--- src/rtl/sdram_arb_pkg.sv ---
// Shared constants for the SDRAM port arbiter: slot layout, FSM encoding, default widths.
// Latency: n/a (declarations only).
// Backpressure: n/a.
package sdram_arb_pkg;

  // Slot 2i is master i's write channel, slot 2i+1 its read-address channel
  localparam int SLOT_WR = 0;
  localparam int SLOT_RD = 1;

  // Arbiter FSM encoding
  localparam logic [0:0] ST_IDLE  = 1'b0;
  localparam logic [0:0] ST_GRANT = 1'b1;

  // Default controller address/data widths
  localparam int DEF_AW = 24;
  localparam int DEF_DW = 16;

  // Index width for n entries, never narrower than one bit
  function automatic int clog2_min1(input int n);
    return (n > 1) ? $clog2(n) : 1;
  endfunction

endpackage

--- src/rtl/sdram_arb_idfifo.sv ---
// In-order FIFO of master IDs for reads that are in flight at the controller.
// Latency: head_id reflects a push on the following cycle; pop takes effect at the clock edge.
// Backpressure: none internally; the parent never pushes while full (read slots go ineligible).
module sdram_arb_idfifo
  import sdram_arb_pkg::*;
#(
  parameter int IDW   = 1,
  parameter int DEPTH = 4
) (
  input  logic           clk,
  input  logic           rst,
  input  logic           i_push,
  input  logic [IDW-1:0] i_push_id,
  input  logic           i_pop,
  output logic [IDW-1:0] o_head_id,
  output logic           o_empty,
  output logic           o_full
);

  localparam int PW = clog2_min1(DEPTH);
  localparam int CW = $clog2(DEPTH) + 1;

  logic [IDW-1:0] r_mem [DEPTH];
  logic [PW-1:0]  r_wr_ptr;
  logic [PW-1:0]  r_rd_ptr;
  logic [CW-1:0]  r_count;

  // Pointers wrap at DEPTH explicitly so a single-entry FIFO also works
  function automatic logic [PW-1:0] ptr_inc(input logic [PW-1:0] p);
    return (p == PW'(DEPTH - 1)) ? '0 : p + 1'b1;
  endfunction

  // Pointer and occupancy tracking; simultaneous push/pop leaves the count unchanged
  always_ff @(posedge clk) begin
    if (rst) begin
      r_wr_ptr <= '0;
      r_rd_ptr <= '0;
      r_count  <= '0;
    end else begin
      if (i_push) r_wr_ptr <= ptr_inc(r_wr_ptr);
      if (i_pop)  r_rd_ptr <= ptr_inc(r_rd_ptr);
      if (i_push && !i_pop)      r_count <= r_count + 1'b1;
      else if (!i_push && i_pop) r_count <= r_count - 1'b1;
    end
  end

  // Storage needs no reset: entries are only read once the count says they are valid
  always_ff @(posedge clk) begin
    if (i_push) r_mem[r_wr_ptr] <= i_push_id;
  end

  assign o_head_id = r_mem[r_rd_ptr];
  assign o_empty   = (r_count == '0);
  assign o_full    = (r_count == CW'(DEPTH));

endmodule

--- src/rtl/sdram_port_arb.sv ---
// Round-robin sharing of the SDRAM controller request port between NM masters; read data steered back in order.
// Latency: request forwarded 1 cycle after IDLE sees it; at most one request every 2 cycles.
// Backpressure: controller readies routed only to the granted master; read return stalls on the owning master's ready.
module sdram_port_arb
  import sdram_arb_pkg::*;
#(
  parameter int NM       = 2,
  parameter int AW       = DEF_AW,
  parameter int DW       = DEF_DW,
  parameter int RD_OUTST = 4
) (
  input  logic             clk,
  input  logic             rst,
  input  logic [NM*DW-1:0] m_wr_data,
  input  logic [NM*AW-1:0] m_wr_addr,
  input  logic [NM-1:0]    m_wr_valid,
  output logic [NM-1:0]    m_wr_ready,
  input  logic [NM*AW-1:0] m_rd_addr,
  input  logic [NM-1:0]    m_rd_avalid,
  output logic [NM-1:0]    m_rd_aready,
  output logic [NM*DW-1:0] m_rd_data,
  output logic [NM-1:0]    m_rd_valid,
  input  logic [NM-1:0]    m_rd_ready,
  output logic [DW-1:0]    c_wr_data,
  output logic [AW-1:0]    c_wr_addr,
  output logic             c_wr_valid,
  input  logic             c_wr_ready,
  output logic [AW-1:0]    c_rd_addr,
  output logic             c_rd_avalid,
  input  logic             c_rd_aready,
  input  logic [DW-1:0]    c_rd_data,
  input  logic             c_rd_valid,
  output logic             c_rd_ready,
  input  logic             sdram_init_done,
  output logic             arb_busy,
  output logic             err_orphan
);

  localparam int NS  = 2 * NM;
  localparam int SW  = clog2_min1(NS);
  localparam int IDW = clog2_min1(NM);

  logic [0:0]     r_state;
  logic [SW-1:0]  r_gnt;
  logic [SW-1:0]  r_rr_ptr;
  logic           r_err_orphan;

  logic [NS-1:0]  w_elig;
  logic           w_found;
  logic [SW-1:0]  w_sel;
  logic           w_in_grant;
  logic           w_gnt_rd;
  logic [IDW-1:0] w_gnt_m;
  logic           w_gnt_vld;
  logic           w_hs;
  logic           w_push;
  logic           w_pop;
  logic [IDW-1:0] w_head_id;
  logic           w_fifo_empty;
  logic           w_fifo_full;
  logic [SW-1:0]  w_rr_next;

  assign w_in_grant = (r_state == ST_GRANT);
  assign w_gnt_rd   = r_gnt[0];
  assign w_gnt_m    = IDW'(r_gnt >> 1);
  assign w_rr_next  = (r_gnt == SW'(NS - 1)) ? '0 : r_gnt + 1'b1;

  // Slot eligibility; reads stop competing once the ID FIFO cannot take another entry
  always_comb begin
    w_elig = '0;
    for (int i = 0; i < NM; i++) begin
      w_elig[2*i+SLOT_WR] = sdram_init_done & m_wr_valid[i];
      w_elig[2*i+SLOT_RD] = sdram_init_done & m_rd_avalid[i] & ~w_fifo_full;
    end
  end

  // First eligible slot searching cyclically from rr_ptr
  always_comb begin
    logic [SW:0] idx;
    idx     = '0;
    w_found = 1'b0;
    w_sel   = '0;
    for (int k = 0; k < NS; k++) begin
      idx = {1'b0, r_rr_ptr} + (SW+1)'(k);
      if (idx >= (SW+1)'(NS)) idx = idx - (SW+1)'(NS);
      if (!w_found && w_elig[idx[SW-1:0]]) begin
        w_found = 1'b1;
        w_sel   = idx[SW-1:0];
      end
    end
  end

  // Forward the granted slot to the controller and return its ready to that master only
  always_comb begin
    c_wr_valid  = 1'b0;
    c_wr_addr   = '0;
    c_wr_data   = '0;
    c_rd_avalid = 1'b0;
    c_rd_addr   = '0;
    m_wr_ready  = '0;
    m_rd_aready = '0;
    if (w_in_grant) begin
      for (int i = 0; i < NM; i++) begin
        if (w_gnt_m == IDW'(i)) begin
          if (!w_gnt_rd) begin
            c_wr_valid    = m_wr_valid[i];
            c_wr_addr     = m_wr_addr[i*AW +: AW];
            c_wr_data     = m_wr_data[i*DW +: DW];
            m_wr_ready[i] = c_wr_ready;
          end else begin
            c_rd_avalid    = m_rd_avalid[i];
            c_rd_addr      = m_rd_addr[i*AW +: AW];
            m_rd_aready[i] = c_rd_aready;
          end
        end
      end
    end
  end

  assign w_gnt_vld = w_gnt_rd ? c_rd_avalid : c_wr_valid;
  assign w_hs      = w_in_grant & (w_gnt_rd ? (c_rd_avalid & c_rd_aready)
                                            : (c_wr_valid & c_wr_ready));
  assign w_push    = w_hs & w_gnt_rd;

  // Steer returning data to the FIFO head; with nothing outstanding, sink it
  always_comb begin
    m_rd_valid = '0;
    c_rd_ready = 1'b1;
    if (!w_fifo_empty) begin
      c_rd_ready = 1'b0;
      for (int i = 0; i < NM; i++) begin
        if (w_head_id == IDW'(i)) begin
          m_rd_valid[i] = c_rd_valid;
          c_rd_ready    = m_rd_ready[i];
        end
      end
    end
  end

  assign m_rd_data = {NM{c_rd_data}};
  assign w_pop     = ~w_fifo_empty & c_rd_valid & c_rd_ready;

  // Grant FSM: IDLE picks a slot, GRANT holds it until handshake or the request is withdrawn
  always_ff @(posedge clk) begin
    if (rst) begin
      r_state  <= ST_IDLE;
      r_gnt    <= '0;
      r_rr_ptr <= '0;
    end else if (r_state == ST_IDLE) begin
      if (w_found) begin
        r_gnt   <= w_sel;
        r_state <= ST_GRANT;
      end
    end else begin
      if (w_hs) begin
        r_state  <= ST_IDLE;
        r_rr_ptr <= w_rr_next;
      end else if (!w_gnt_vld) begin
        r_state <= ST_IDLE;
      end
    end
  end

  // Sticky flag for read data arriving with no read outstanding
  always_ff @(posedge clk) begin
    if (rst)                              r_err_orphan <= 1'b0;
    else if (w_fifo_empty && c_rd_valid)  r_err_orphan <= 1'b1;
  end

  assign arb_busy   = w_in_grant;
  assign err_orphan = r_err_orphan;

  sdram_arb_idfifo #(
    .IDW   (IDW),
    .DEPTH (RD_OUTST)
  ) u_idfifo (
    .clk       (clk),
    .rst       (rst),
    .i_push    (w_push),
    .i_push_id (w_gnt_m),
    .i_pop     (w_pop),
    .o_head_id (w_head_id),
    .o_empty   (w_fifo_empty),
    .o_full    (w_fifo_full)
  );

endmodule

--- config.mk ---
export PLATFORM = sky130hd
export DESIGN_NAME = sdram_port_arb
export DESIGN_NICKNAME = d
export VERILOG_FILES = /design/src/rtl/sdram_arb_pkg.sv /design/src/rtl/sdram_arb_idfifo.sv /design/src/rtl/sdram_port_arb.sv
export SDC_FILE = /design/constraint.sdc
export NUM_CORES = 1
export LEC_CHECK = 0
export BUFFER_PORTS_ARGS = -buffer_cell sky130_fd_sc_hd__clkbuf_2
export CAP_MARGIN = 5
export CORE_AREA = 2 2 103 105
export DETAILED_ROUTE_END_ITERATION = 6
export DIE_AREA = 0 0 105 107
export PLACE_DENSITY = 0.54
export SLEW_MARGIN = 10
export SYNTH_ARGS = -nofsm -noshare
export SYNTH_HDL_FRONTEND = slang
export SYNTH_SLANG_ARGS = --single-unit
export TNS_END_PERCENT = 5
--- constraint.sdc ---
create_clock -name clk -period 3.19 [get_ports clk]
set_input_delay 0.319 -clock clk [delete_from_list [all_inputs] [get_ports clk]]
set_output_delay 0.319 -clock clk [all_outputs]
set_load 0.01 [all_outputs]
==> results of run 1 <==
[report_power, final]
part	switching [W]	internal, W
clock	0.0000785	0.0000887
combinational	0.000150	0.000147
sequential	0.00000935	0.000252
[worst max-delay path by stage]
stage          slack, ps                                to                        start  cells after the start
6_report             510  u_idfifo.r_count[2]$_SDFFE_PP0P_                         flop                     10
5_1_grt              330  u_idfifo.r_count[2]$_SDFFE_PP0P_                         flop                     10
4_1_cts              480  u_idfifo.r_count[2]$_SDFFE_PP0P_                         flop                     10
3_5_place_dp         490  u_idfifo.r_count[2]$_SDFFE_PP0P_  u_idfifo.r_mem[0]$_DFFE_PP_                     10
3_3_place_gp         600  u_idfifo.r_count[2]$_SDFFE_PP0P_  u_idfifo.r_mem[3]$_DFFE_PP_                     10
2_1_floorplan        690  u_idfifo.r_count[2]$_SDFFE_PP0P_                         flop                     10
[critical path, cell delays in order, from the launching register on]
cell and delay [ps]:
dfxtp_1 340, mux4_2 550, mux2i_1 240, nor2_1 110, inv_1 70, ha_1 170, inv_1 70, fa_1 440
xor2_1 180, or3_1 300, a21oi_1 130
[cells in the final DEF, fill, tap and decap left out, types with 3 or more instances in the layout]
master and instances:
mux2i_1 71, o21ai_0 5, edfxtp_1 4, clkbuf_2 214, dfxtp_1 14, nand2_1 10
a21oi_1 9, buf_4 4, and2_1 4, ha_1 7, nor2_1 82, clkbuf_8 3
inv_1 7, and3_1 3
[synth_stat cells]
library cell	n
buf_4	32
nor2b_1	1
clkbuf_1	11
a22o_1	1
nand2_1	10
nand4b_1	1
or3_2	1
buf_6	1
a21oi_1	9
mux2i_1	71
or4_1	1
buf_1	2
o31ai_1	1
dfxtp_1	15
a31oi_1	2
nor3b_1	1
inv_1	7
nor2_1	82
o21ai_2	1
edfxtp_1	4
or3_1	1
and3_1	3
or3b_1	1
o21bai_1	1
nand2b_1	1
fa_1	1
nand3b_1	1
xor2_1	2
nand4_1	1
a21o_1	1
a211o_1	1
buf_2	3
mux4_2	1
and2_1	4
ha_1	7
nor3_1	2
o21ai_0	5
nand3_1	2
[logic make-up (layout without fill, tap and decap cells)]
| group | Yosys count | count (layout) | synth area share, % |
|---|---|---|---|
| buf+inv | 56 | 229 | 15.29 |
| simple gates | 113 | 113 | 21.57 |
| compound gates | 22 | 22 | 5.883 |
| fa+ha+maj | 8 | 8 | 4.818 |
| xor+xnor | 2 | 2 | 0.7845 |
| mux | 72 | 72 | 32.83 |
| flops | 19 | 19 | 18.82 |
[per-stage QoR]
step | instances | cell area, µm²
final | 601 | 3238
after global routing | 601 | 3238
after CTS | 601 | 3238
after detailed placement | 597 | 3193
after global placement | 597 | 3193
after floorplan | 292 | 2233
[routing by layer]
metal  global-route usage, %  wire length (µm)  vias to the layer above  part of all wire (%)
met1                   17.50              3392                     1179                    41
met5                       0                 0                        -                     0
met2                   24.91              4210                      126                    51
li1                        -                 -                     1304                     -
met3                   2.796               685                        2                   8.2
met4                   1.429                17                        0                  0.20
[layout make-up]
| type | instances | area [µm²] | area share [%] |
|---|---|---|---|
| well taps | 136 | 170.2 | 5.255 |
| inverters | 7 | 26.28 | 0.8114 |
| flip-flops and latches | 19 | 424.2 | 13.10 |
| multi-input cells | 217 | 1471 | 45.44 |
| clock buffers | 4 | 45.04 | 1.391 |
| repair buffers | 218 | 1101 | 34.00 |
==> results.yml, run 1 <==
drt:
  drt-initial-drc-count: 65
  vias: 2611
  antenna_left: 0
  drc_errors: 0
  wl_per_cell_um: 13.82
  drt-total-wl_um: 8305
  via_per_inst: 4.344
  dr.pass1.iters: 4
worst_setup_path:
  cp_max_fo: 3
  crit_path_end_kind: "flop"
  critPathArrivalTime_ps: 2870
  critPathLaunchType: "flop"
  critPathKind: "reg2reg"
  reg2reg_depth: 10
  rrSetupSlack_ps: 510
  required_ps: 3380
  r2r-end: "u_idfifo.r_count[2]$_SDFFE_PP0P_"
power:
  p_total_w: 0.0007251
  pwr_density_cell_nw_per_um2: 223.9
  leakagePower_nw: 1.609
  vdd_drop_max_mv: 0.1237
clock_tree:
  cts-resized-gates: 0
  cts_made_buffers: 3
  cts_setup_buffers: 0
  hold_buffers: 0
  cts.path.max_buffers: 2
  cts.sinks: 19
  clkTransAtPathRegs_ps: 70
  clk_latency_ps: 250
  htree_levels: 1
  cts_tree: "yes"
  cts_root_buf: "clkbuf_8"
synthesis:
  synth_seq_cells: 19
  yosys_warnings: 0
  yosysSeqAreaShare_pct: 18.82
  yosysTopAreaCell: "mux2i_1"
  netlist_top_cells_area: "mux2i_1 32%, nor2_1 14%, dfxtp_1 13%, buf_4 11%, edfxtp_1 5.4%"
  avgSynthCellArea_um2: 7.649
  yosysTopAreaCellShare_pct: 31.82
  synth_area_um2: 2233
  ys_types: 38
  syn-instance-count: 292
  synth.net_count: 456
sta:
  holdWs_ps: 341.1
  rsz0062_at_grt: "false"
  fmax_mhz: 372.9
  post-route-period-util_pct: 84.07
  setup_viol: 0
  min_period_ps: 2682
  hold_viol_final: 0
  fin_skew_ps: 1.645
  worst_slew_pin_slew_ps: 825.7
  maxSlewViolCount: 0
  worst_slack_ps: 508.3
  maxSlewHeadroom_pct: 44.82
  fin_tns_setup_ps: 0
floorplanning:
  core_region_area_um2: 10090
  die_height_um: 107
  std_cell_rows: 37
  die_x_um: 105
  initial_core_util_pct: 22.13
  ioPinCount: 263
  die_area_um2: 11240
placed_design:
  routabilityCongestion: 0.8536
  portBuffers: 214
  dp_hpwl_um: 7208
  dp_slack_ps: 492.6
layout:
  diodes: 0
  final_core_util_pct: 32.09
  fill_cells: 1146
  synthToLayoutAreaGrowth_pct: 44.99
  drive_above_1_share_pct: 48.39
  nets: 630
global_route:
  grtUsageTotal_pct: 13.80
  grt_max_degree: 45
  antenna_found_initial: 0
  grt_overflow: 0
  grt_pass1_wl_um: 12590
  grt_pass1_vias: 2483
worst_hold_path:
  min_path_cells: 3
  hold_class: "in2reg"
  hold-path-endpoint: "err_orphan$_SDFFE_PP0P_"
  hold_path.startpoint: "c_rd_valid"
flow_run:
  maxCapViolations: 0
status:
  status: "complete, no violations"
Power figures use the tool's default switching activity.
==> run 2, diff against run 1 <==
==> constraint.sdc (replaced) <==
create_clock -name clk -period 2.7 [get_ports clk]
set_input_delay 0.27 -clock clk [delete_from_list [all_inputs] [get_ports clk]]
set_output_delay 0.27 -clock clk [all_outputs]
set_load 0.01 [all_outputs]
==> run 2 against run 1 <==
  * Combinational power is 20% higher
  * Critical path type unchanged
  * Wire length is 2.0% lower
  * Clock power is 15% higher
  * Cell count is 0.17% higher
  * Die area stayed put
  * Via count is 0.34% higher
  * Register-to-register slack worse by 390 ps
  * Largest cell class unchanged
  * Maximum frequency is 3.8% higher
  * First-iteration DRC count is 68% higher
  * Sequential cell count stayed put
==> results.yml, run 2 (synthesized netlist as in run 1, its figures left out) <==
status:
  status: "complete, no violations"
layout:
  final_common_cell: "clkbuf_2"
  synthToLayoutAreaGrowth_pct: 46.50
  nets: 631
  final_core_util_pct: 32.42
  stdcell_area_um2: 3272
  diodes: 0
  drive_above_1_share_pct: 49.79
  final_cell_mix: "214 x clkbuf_2, 81 x nor2_1, 70 x mux2i_1"
global_route:
  grt_overflow: 0
  antenna_found_initial: 0
  grtUsageTotal_pct: 13.64
  grt_max_degree: 75
  grt_pass1_wl_um: 12410
  grt_pass1_vias: 2556
power:
  switching_share_pct: 32.62
  p_total_w: 0.0008563
  vdd_drop_max_mv: 0.1597
  pwr-share-clk_pct: 22.5
  pwr-share-seq_pct: 36.2
  p_int_w: 0.0005770
  p_comb_share_pct: 41.4
  leakagePower_nw: 1.618
  p_switching_w: 0.0002794
  pwr_density_cell_nw_per_um2: 261.7
clock_tree:
  cts_made_buffers: 3
  clkTransAtPathRegs_ps: 70
  cts_tree: "yes"
  cts.path.max_buffers: 2
  htree_levels: 1
  cts_root_buf: "clkbuf_8"
  cts.sinks: 19
  clk_latency_ps: 250
placed_design:
  place_area_um2: 3198
  portBuffers: 214
  dp_hpwl_um: 6914
  routabilityCongestion: 0.8637
drt:
  drt-initial-drc-count: 109
  antenna_left: 0
  vias: 2620
  dr.pass1.iters: 4
  drc_errors: 0
  wl_per_cell_um: 13.52
  via_per_inst: 4.352
  drt-total-wl_um: 8137
worst_setup_path:
  crit_chain: "mux4_2, mux2i_2, nor2_2, inv_1, ha_2, inv_1, fa_2, xor2_1, or3_1, a21oi_1"
  critPathLaunchType: "flop"
  critPathArrivalTime_ps: 2770
  required_ps: 2880
  r2r-end: "u_idfifo.r_count[2]$_SDFFE_PP0P_"
  cpMostUsedCell: "inv_1"
  slowest_delay_ps: 510
  rrSetupSlack_ps: 120
  crit_path_end_kind: "flop"
  critPathKind: "reg2reg"
  reg2reg_depth: 10
  timing.rr.start: "u_idfifo.r_mem[3]$_DFFE_PP_"
  cp_max_fo: 3
  slowest_stage: "mux4_2"
sta:
  fmax_mhz: 387.1
  hold_viol_final: 0
  maxSlewHeadroom_pct: 42.14
  worst_slew_pin_slew_ps: 865.8
  fin_tns_setup_ps: 0
  fin_skew_ps: 1.204
  maxSlewViolCount: 0
  post-route-period-util_pct: 95.68
  setup_viol: 0
  min_period_ps: 2583
worst_hold_path:
  hold_path.startpoint: "c_rd_valid"
  hold-path-endpoint: "err_orphan$_SDFFE_PP0P_"
  hold_class: "in2reg"
  min_path_cells: 3
floorplanning:
  die_area_um2: 11240
  core_region_area_um2: 10090
  initial_core_util_pct: 22.13
  std_cell_rows: 37
  die_x_um: 105
  die_height_um: 107
  ioPinCount: 263
flow_run:
  maxCapViolations: 0
-- run 2: changes by cell type in the layout (fill, tap and decap cells not counted), sizes merged --
cell,delta
clkbuf,-1
buf,+1
clkinv,+1
-- run 2: power by group through the flow --
stage / logic [W] / registers, W / clock network (W)
after floorplan: 0.000219 / 0.000315 / 0
after global placement: 0.000348 / 0.000315 / 0
after detailed placement: 0.000352 / 0.000316 / 0
after CTS: 0.000356 / 0.000309 / 0.000202
after global routing: 0.000393 / 0.000311 / 0.000211
final: 0.000354 / 0.000310 / 0.000192
-- run 2: routing by layer --
metal	vias to the layer above	GRT usage, %	wire length (µm)
met1	1182	16.24	3323
li1	1302	-	-
met2	134	25.37	4162
met3	2	3.283	628
met4	0	1.810	23
met5	-	0	0
-- run 2: worst max path at each step --
stage	startpoint	end	slack (ps)	depth (start not counted)
global route	u_idfifo.r_mem[2]$_DFFE_PP_	u_idfifo.r_count[2]$_SDFFE_PP0P_	-10	10
detailed placement	u_idfifo.r_mem[3]$_DFFE_PP_	u_idfifo.r_count[2]$_SDFFE_PP0P_	-20	10
global placement	u_idfifo.r_mem[3]$_DFFE_PP_	u_idfifo.r_count[2]$_SDFFE_PP0P_	100	10
floorplan	flop	u_idfifo.r_count[2]$_SDFFE_PP0P_	200	10
CTS	u_idfifo.r_mem[3]$_DFFE_PP_	u_idfifo.r_count[2]$_SDFFE_PP0P_	20	10
finish	u_idfifo.r_mem[3]$_DFFE_PP_	u_idfifo.r_count[2]$_SDFFE_PP0P_	120	10
-- run 2: timing repair --
| item | CTS | global route |
|---|---|---|
| cloned | 0 | 0 |
| pin swaps | 0 | 0 |
| endpoints found under the setup margin | 1 | 1 |
| resized for setup | 1 | 4 |
| endpoints found under the hold margin | 0 | 0 |
| buffers inserted | 1 | 1 |
| hold buffers | 0 | 0 |
-- run 2: critical path: cells and delay by family, from the launching register on --
family	cells	cell delay [ps]
AOI/OAI and AO/OA	1	140
xor gates and xnor gates	1	180
adders and majority gates	2	580
buffers and inverters	2	130
DFF	1	360
muxes	2	740
and+or+nand+nor	2	390
-- run 2: per-stage QoR --
step / worst slack, ps / cells / hold WS (ps)
5_1_grt: -11.72 / 602 / 333.4
2_1_floorplan: 197.7 / 292 / 339.1
3_3_place_gp: 95.54 / 596 / 455.8
3_5_place_dp: -24.37 / 596 / 468.1
4_1_cts: 18.71 / 601 / 278.6
6_report: 116.6 / 602 / 283.7
-- run 2: final cells by class --
cell class                 count  area, µm²
fill                        1133       6820
clock buffer                   3      41.29
timing repair buffer         219       1121
sequential                    19      425.4
inverter                       7      26.28
multi-input combinational    217       1483
tap                          136      170.2
clock inverter                 1      5.005
